==> config.mk <==
export PLATFORM = sky130hd
export DESIGN_NAME = hbm_rd_arbiter
export DESIGN_NICKNAME = d
export VERILOG_FILES = /design/src/rtl/cgra_axi_pkg.sv /design/src/rtl/rr_arbiter.sv /design/src/rtl/hbm_rd_arbiter.sv
export SDC_FILE = /design/constraint.sdc
export NUM_CORES = 1
export LEC_CHECK = 0
export ABC_AREA = 1
export BUFFER_PORTS_ARGS = -buffer_cell sky130_fd_sc_hd__buf_2
export CORE_AREA = 2 2 542 544
export CTS_BUF_LIST = sky130_fd_sc_hd__clkbuf_8 sky130_fd_sc_hd__clkbuf_16
export DETAILED_ROUTE_END_ITERATION = 10
export DIE_AREA = 0 0 544 546
export GPL_ROUTABILITY_DRIVEN = 0
export PLACE_DENSITY = 0.3
export SKIP_LAST_GASP = 1
export SLEW_MARGIN = 20
export SYNTH_ARGS = -nofsm -noshare
export SYNTH_HDL_FRONTEND = slang
export SYNTH_SLANG_ARGS = --single-unit
==> constraint.sdc <==
create_clock -name ap_clk -period 3.98 [get_ports ap_clk]
set_input_delay 0.597 -clock ap_clk [delete_from_list [all_inputs] [get_ports ap_clk]]
set_output_delay 0.597 -clock ap_clk [all_outputs]
set_load 0.05 [all_outputs]
==> src/rtl/cgra_axi_pkg.sv <==
// Shared AXI read-side types and helpers for the CGRA memory interface blocks.
package cgra_axi_pkg;

    localparam int AXI_LEN_W  = 8;
    localparam int AXI_ADDR_W = 64;

    function automatic int col_idx_w(input int n);
        return (n > 1) ? $clog2(n) : 1;
    endfunction

    // Address field is sized for the widest supported bus; narrower users truncate.
    typedef struct packed {
        logic [AXI_ADDR_W-1:0] addr;
        logic [AXI_LEN_W-1:0]  len;
    } ar_req_t;

endpackage

==> src/rtl/rr_arbiter.sv <==
// Round-robin arbiter: first request at or after the pointer wins; the pointer
// moves past the winner only when the grant is actually taken.
module rr_arbiter
    import cgra_axi_pkg::*;
#(
    parameter  int N  = 4,
    localparam int IW = col_idx_w(N)
) (
    input  logic          clk_i,
    input  logic          rst_i,
    input  logic [N-1:0]  req_i,
    input  logic          advance_i,
    output logic [N-1:0]  grant_o,
    output logic [IW-1:0] grantIdx_o
);

    logic [IW-1:0] ptr_q;
    logic [IW-1:0] ptr_d;
    logic [IW-1:0] candIdx;
    logic          found;
    int            cand;

    always_comb begin
        grant_o    = '0;
        grantIdx_o = '0;
        found      = 1'b0;
        cand       = 0;
        candIdx    = '0;
        for (int k = 0; k < N; k++) begin
            cand    = (int'(ptr_q) + k) % N;
            candIdx = IW'(cand);
            if (!found && req_i[candIdx]) begin
                found            = 1'b1;
                grant_o[candIdx] = 1'b1;
                grantIdx_o       = candIdx;
            end
        end
    end

    always_comb begin
        ptr_d = ptr_q;
        if (advance_i && found) begin
            ptr_d = IW'((int'(grantIdx_o) + 1) % N);
        end
    end

    always_ff @(posedge clk_i or posedge rst_i) begin
        if (rst_i) begin
            ptr_q <= '0;
        end else begin
            ptr_q <= ptr_d;
        end
    end

endmodule

==> src/rtl/hbm_rd_arbiter.sv <==
// Shares one AXI4 read port among NUM_COL columns: round-robin AR issue through a
// single-entry slot, R beats steered back in grant order via an in-order index FIFO.
module hbm_rd_arbiter
    import cgra_axi_pkg::*;
#(
    parameter int NUM_COL   = 4,
    parameter int ADDR_W    = 64,   // must not exceed AXI_ADDR_W
    parameter int DATA_W    = 512,
    parameter int MAX_OUTST = 8     // power of 2, at least 2
) (
    input  logic                         ap_clk,
    input  logic                         areset,
    input  logic [NUM_COL*ADDR_W-1:0]    col_araddr,
    input  logic [NUM_COL*AXI_LEN_W-1:0] col_arlen,
    input  logic [NUM_COL-1:0]           col_arvalid,
    output logic [NUM_COL-1:0]           col_arready,
    output logic [DATA_W-1:0]            col_rdata,
    output logic [NUM_COL-1:0]           col_rlast,
    output logic [NUM_COL-1:0]           col_rvalid,
    input  logic [NUM_COL-1:0]           col_rready,
    output logic [ADDR_W-1:0]            hbm_araddr,
    output logic [AXI_LEN_W-1:0]         hbm_arlen,
    output logic                         hbm_arvalid,
    input  logic                         hbm_arready,
    input  logic [DATA_W-1:0]            hbm_rdata,
    input  logic                         hbm_rlast,
    input  logic                         hbm_rvalid,
    output logic                         hbm_rready,
    output logic                         err_orphan
);

    localparam int IW = col_idx_w(NUM_COL);
    localparam int PW = col_idx_w(MAX_OUTST);
    localparam int CW = $clog2(MAX_OUTST + 1);

    logic [NUM_COL-1:0] arbGrant;
    logic [IW-1:0]      arbIdx;
    logic               grantEn;
    logic               grantFire;
    logic               popFire;
    logic               fifoEmpty;
    logic [IW-1:0]      head;

    ar_req_t       slot_q,       slot_d;
    logic          slotValid_q,  slotValid_d;
    logic [CW-1:0] outst_q,      outst_d;
    logic [PW-1:0] wrPtr_q,      wrPtr_d;
    logic [PW-1:0] rdPtr_q,      rdPtr_d;
    logic          errOrphan_q,  errOrphan_d;
    logic [IW-1:0] fifoMem_q [MAX_OUTST];

    rr_arbiter #(.N(NUM_COL)) uArb (
        .clk_i      (ap_clk),
        .rst_i      (areset),
        .req_i      (col_arvalid),
        .advance_i  (grantFire),
        .grant_o    (arbGrant),
        .grantIdx_o (arbIdx)
    );

    // The occupancy test uses the registered count so a same-cycle last beat never frees a slot early.
    assign grantEn   = (!slotValid_q || hbm_arready) && (outst_q < CW'(MAX_OUTST));
    assign grantFire = grantEn && (|col_arvalid);
    assign fifoEmpty = (outst_q == '0);
    assign head      = fifoMem_q[rdPtr_q];
    assign popFire   = hbm_rvalid && hbm_rready && hbm_rlast && !fifoEmpty;

    assign col_arready = (grantEn && !areset) ? arbGrant : '0;
    assign hbm_arvalid = slotValid_q;
    assign hbm_araddr  = slot_q.addr[ADDR_W-1:0];
    assign hbm_arlen   = slot_q.len;
    assign col_rdata   = areset ? '0 : hbm_rdata;
    assign err_orphan  = errOrphan_q;

    always_comb begin
        col_rvalid = '0;
        col_rlast  = '0;
        hbm_rready = 1'b0;
        if (!areset) begin
            if (fifoEmpty) begin
                hbm_rready = 1'b1;
            end else begin
                col_rvalid[head] = hbm_rvalid;
                col_rlast[head]  = hbm_rlast;
                hbm_rready       = col_rready[head];
            end
        end
    end

    always_comb begin
        slot_d      = slot_q;
        slotValid_d = slotValid_q;
        outst_d     = outst_q;
        wrPtr_d     = wrPtr_q;
        rdPtr_d     = rdPtr_q;
        errOrphan_d = errOrphan_q || (hbm_rvalid && fifoEmpty);
        if (slotValid_q && hbm_arready) begin
            slotValid_d = 1'b0;
        end
        if (grantFire) begin
            slotValid_d = 1'b1;
            slot_d.addr = AXI_ADDR_W'(col_araddr[arbIdx*ADDR_W +: ADDR_W]);
            slot_d.len  = col_arlen[arbIdx*AXI_LEN_W +: AXI_LEN_W];
            wrPtr_d     = wrPtr_q + PW'(1);
        end
        if (popFire) begin
            rdPtr_d = rdPtr_q + PW'(1);
        end
        if (grantFire && !popFire) begin
            outst_d = outst_q + CW'(1);
        end else if (popFire && !grantFire) begin
            outst_d = outst_q - CW'(1);
        end
    end

    always_ff @(posedge ap_clk or posedge areset) begin
        if (areset) begin
            slot_q      <= '0;
            slotValid_q <= 1'b0;
            outst_q     <= '0;
            wrPtr_q     <= '0;
            rdPtr_q     <= '0;
            errOrphan_q <= 1'b0;
        end else begin
            slot_q      <= slot_d;
            slotValid_q <= slotValid_d;
            outst_q     <= outst_d;
            wrPtr_q     <= wrPtr_d;
            rdPtr_q     <= rdPtr_d;
            errOrphan_q <= errOrphan_d;
        end
    end

    // Entries are only read while counted as outstanding, so the storage needs no reset.
    always_ff @(posedge ap_clk) begin
        if (grantFire) begin
            fifoMem_q[wrPtr_q] <= arbIdx;
        end
    end

endmodule

* Word-level counts from Yosys, hierarchy flattened
Memory sizes are Yosys's and may differ from the RTL's. Index checks and enable logic that the tools add are counted.
Operators by class: div/mod/pow operators 0, add/subtract/negate cells 8, $mul 0, reductions and logical operators 33, eq/ne operators 0, multiplexer cells 46, magnitude comparators 11, bitwise logic cells 5, shifts and indexed selects 2
Operators with widths (number):
- 512-bit 2-to-1 mux | 1
- 256-bit by 9-bit variable part select with 64-bit output | 1
- 4-bit 2-to-1 mux | 11
- 32-bit by 6-bit variable part select with 8-bit output | 1
- 1-bit 2-to-1 mux | 20
- 1-bit logical AND | 19
- 2-bit by 3-bit less-than comparator with 1-bit output, second input constant | 5
- 4-bit OR | 3
- 1-bit binary-select mux with 2-bit select | 5
- 1-bit demux with 2-bit select | 5
- 2-bit by 1-bit >= comparator with 1-bit output, second input constant | 5
- 4-bit AND | 2
- 1-bit logical NOT | 8
- 2-bit 2-to-1 mux | 4
- 3-bit by 1-bit adder with 3-bit output, second input constant | 2
- 2-bit by 1-bit adder with 2-bit output, second input constant | 2
- 2-bit adder, second input constant | 2
- 4-bit by 1-bit adder with 4-bit output, second input constant | 1
- 4-bit logical NOT | 1
- 4-bit less-than comparator, second input constant | 1
- 2-bit nonzero test | 2
- 4-bit OR reduction | 1
- 4-bit by 1-bit subtractor with 4-bit output, second input constant | 1
- 1-bit logical OR | 2
Word-level totals: logic and storage cells 114, bits in writable memories 16, bits in latches 0, flip-flop bits (word level) 86, bits in read-only memories 0, memories kept 1
Memory list:
- fifoMem_q | words 8, bits a word 2, read ports 1, clocked after Yosys merged registers in 0, wr ports 1, RTL line hbm_rd_arbiter.sv:50 | logic [IW-1:0] fifoMem_q [MAX_OUTST];

* Logic depth before layout (Yosys ltp)
depth in word-level cells 13, mapped depth 20

* Hierarchy
A second synthesis with hierarchy kept.
Unflattened totals: cells, all modules 2057, area total of the unflattened synthesis 10901.7 um^2
Modules (own cells, without submodules):
- hbm_rd_arbiter | cells each 1966, area an instance 10298.6 um^2, instances 1
- rr_arbiter | cells each 91, area an instance 603.1 um^2, instances 1

* Worst setup path before layout
OpenSTA, ideal clock, no wires.
kind input-to-output, from input port areset, to output port col_rlast[0], path slack -0.367 ns, arrival 3.750 ns, cell stages on the path 4, cell sequence clkbuf_1 > inv_1 > nand3_1 > nor2_1
Between the ends: longest elaborated chain between the ends 1
Ends and longest elaborated chain:
- start: declaration | RTL line hbm_rd_arbiter.sv:12 | input logic areset,
- 4-bit 2-to-1 mux | RTL line hbm_rd_arbiter.sv:79 | if (!areset) begin
- end: declaration | RTL line hbm_rd_arbiter.sv:18 | output logic [NUM_COL-1:0] col_rlast,
No other way between the ends.

* Worst setup path in the final report
from register uArb.ptr_q[0], to output port col_arready[2]
Between the ends: longest elaborated chain between the ends 13, elaborated cells on any way between the ends 48, classes of those cells add/sub (3); order compare (8); mux (24); bitwise (3); reduce/logical (10)
Ends and longest elaborated chain:
- start: declaration | RTL line rr_arbiter.sv:17 | logic [IW-1:0] ptr_q;
- start signal: assignment | RTL line rr_arbiter.sv:51 | ptr_q <= ptr_d;
- branches (longest 11 deep; another with 2-bit by 3-bit less-than comparator with 1-bit output)
- 4-bit 2-to-1 mux (*) | RTL line rr_arbiter.sv:32 | if (!found && req_i[candIdx]) begin
- 4-bit 2-to-1 mux (*) | RTL line hbm_rd_arbiter.sv:68 | assign col_arready = (grantEn && !areset) ? arbGrant : '0;
- end: declaration | RTL line hbm_rd_arbiter.sv:16 | output logic [NUM_COL-1:0] col_arready,
Mark *: on every way between the ends. The select of a mux whose other input is x is not followed.

==> impl_results.md <==
- Crit path arrival time: 2.89 ns
- I/O pin cnt: 1,412
- Max-capacitance violation count: 0
- Core area: 292,000 sq um
- Req. time, crit path: 3.38 ns
- Most frequent cells in the layout: 1,410 x buf_2, 786 x nand2_1, 546 x nor2_1
- TritonRoute pass-1 iters: 8
- Largest area contributor in the netlist: nand2_1
- Worst slew pin tran: 0.878 ns
- Initial DRC count: 1,773
- First-pass GRT wire length: 248,000 um
- Final Max Slew Viols: 0
- Syn avg cell area: 4.99 sq um
- Antenna violations before repair: 291
- DP Wirelength: 185,000 um
- Number of synthesized flops with an enable pin: 16
- R2r endpoint: hbm_araddr[47]$_DFFE_PP0P_
- Routed wire per std cell: 26.5 um
- CP max-delay cell: ha_1
- Worst slack at placement: 0.726 ns
- Worst r2r path cells: 15
- Final setup TNS: 0 ns
- Synth Register Bits: 102
- Tmin final: 3.49 ns
- P&R area growth vs syn: 107%
- Total track usage: 13.3%
- Net count after synthesis: 3,179
- RSZ-0062 raised after global routing: no
- Clk slew on worst S/H paths: 0.10 ns
- Layout cells sized above 1: 40.5%
- Commonest non-fill, non-tap cell in the layout: buf_2
- Slew Limit Headroom: 41.3%
- Nets: 4,513
- Row cnt: 199
- Largest net degree at the start of global routing: 102
- Synth Flop Type: dfrtp_1
- Hold/Removal Path Class: input port to register
- Outcome: finished, final reports clean
- Resized cells post-CTS: 0
- DIE AREA: 297,000 sq um
- P_sw: 0.0109 W
- Mapped Cells: 2,353
- # Post-CTS Setup Buffers: 0
- Vias: 21,400
- Flop pwr share: 11.6%
- Cts hold-fix bufs: 0
- Pint: 0.00568 W
- Skew-Pair Late Insertion Delay: 0.44 ns
- CP cell instances: buf_4 -> inv_2 -> ha_1 -> inv_2 -> nand3_1 -> nand2_1 -> nand4_4 -> o21ai_0 -> nand2_1 -> inv_1 -> buf_2
- Via density: 2.77
- ANT nets after route: 0
- CTS tree: done
- WHS Path Cells: 2
- Fmax: 287 MHz
- Yosys cell types: 38
- P_leak: 14.6 nW
- Post-layout util: 8.34%
- Residual DRC: 0
- Chip height: 546 um
- Synth area leaders: nand2_1 25%, dfrtp_1 18%, nor2_1 17%
- Share of the synthesized area in the top cell type: 25.1%
- Power Dens Cells: 682 nW/um^2
- Port Buf Inserts: 1,411
- Crit. End Element: output pin
- Final setup viols: 0
- Root buffer cell: clkbuf_16
- Min Hold Slack: 0.334 ns
- Htree depth: 3
- Sw Share: 65.8%
- Hold_sp: hbm_arready
- Peak supply drop: 1.00 mV
- FF-to-FF setup slack: 0.70 ns
- Comb pwr share: 82.1%
- CTS buffer count: 9
- Crit Path Class: register to output pin
- Slack of the critical path: 0.490 ns
- Sequential area share after synthesis: 22.4%
- DRT Wirelength: 205,000 um
- Vias in the first global route: 20,900
- Skew final: 0.0286 ns
- Ys async rst share: 84.3%
- Reg-to-reg startpoint: uArb.ptr_q[0]$_DFFE_PP0P_
- Max incr delay on CP: 0.37 ns
- Initial Util: 4.02%
- Ys Warns: 0
- Horiz. Die Dim: 544 um
- Cell area after synthesis: 11,700 sq um
- Bufs on Longest Clock Path: 2
- Clock Power Share: 6.3%
- Critical path startpoint category: register
- Clock Sinks: 102
- Hold worst-path end: hbm_arvalid$_DFFE_PP0P_
- Grt ovf: 0
- Worst-path fanout max: 15
- Tcrit/Tclk final: 87.7%
- Final-report hold violation count: 0
-- metal layers --
layer  global-route usage, %  routed length, um  up-vias
met3                    8.84              33000      495
li1                        -                  -     9481
met2                    21.4              91400     1643
met1                    13.4              70600     9683
met4                    4.96               8860      130
met5                    1.46               1410        -
-- flip-flops by register name (all words and copies together) (netlist names) --
name / cells
err_orphan: 1
fifoMem_q: 16
hbm_araddr: 64
hbm_arlen: 8
hbm_arvalid: 1
outst_q: 4
rdPtr_q: 3
uArb.ptr_q: 2
wrPtr_q: 3
-- worst max-delay path by stage --
stage | from | end | slack, ns | cells after the start
global placement | uArb.ptr_q[0]$_DFFE_PP0P_ | hbm_araddr[51]$_DFFE_PP0P_ | 0.74 | 15
CTS | uArb.ptr_q[0]$_DFFE_PP0P_ | col_arready[2] | 0.39 | 11
detailed placement | uArb.ptr_q[0]$_DFFE_PP0P_ | hbm_araddr[47]$_DFFE_PP0P_ | 0.73 | 15
global route | uArb.ptr_q[1]$_DFFE_PP0P_ | col_arready[2] | 0.23 | 13
finish | uArb.ptr_q[0]$_DFFE_PP0P_ | col_arready[2] | 0.49 | 11
floorplan | areset | col_rlast[0] | 0.42 | 4
-- power by group through the flow --
stage / clock, W / combinational, W / sequential, W
floorplan: 0 / 0.00767 / 0.00304
detailed placement: 0 / 0.0141 / 0.00195
CTS: 0.00115 / 0.0141 / 0.00195
global route: 0.00116 / 0.0152 / 0.00200
global placement: 0 / 0.0141 / 0.00196
finish: 0.00105 / 0.0136 / 0.00192
-- synth_stat cells, drive strengths merged, types with 2 or more instances --
cell and instances:
nand2 790, inv 552, nor2 546, nand3 167, clkbuf 86, dfrtp 86, buf 50, edfxtp 16
o21ai 14, ha 12, a21oi 11, o22ai 3, xor2 3, a22o 2, nand4 2, xnor2 2
-- through the flow --
step	instance area (sq um)	std cells	power, W
finish	24300	7745	0.0166
global route	24200	7702	0.0183
CTS	24000	7611	0.0172
global placement	23700	7595	0.0161
floorplan	11700	2353	0.0107
detailed placement	23700	7595	0.0160
-- cell families after synthesis --
logic type / share of synthesized area (%)
AND/OR/NAND/NOR: 50.5
buffers and inverters: 23.4
flip-flops: 22.4
AO/OA/AOI/OAI: 1.83
adder cells (fa/ha/maj): 1.45
XOR/XNOR: 0.373
multiplexers: 0.0959
-- area by class of cell --
cell class	count	area, sq um
antenna	134	335
clock buffer	9	225
clock inverter	7	87.6
fill	35000	268000
inverter	552	2080
multi-input combinational	1563	6440
sequential	102	2630
tap	3919	4900
timing repair buffer	1459	7640
-- worst max-delay path, delay by kind of cell (launching register included) --
| kind | cells | cell delay [ns] |
|---|---|---|
| flip-flops | 1 | 0.33 |
| buffers and inverters | 5 | 0.89 |
| adder cells (fa/ha/maj) | 1 | 0.37 |
| AO/OA/AOI/OAI | 1 | 0.25 |
| AND/OR/NAND/NOR | 4 | 0.62 |
No activity file was read; power rests on OpenSTA's default activity.
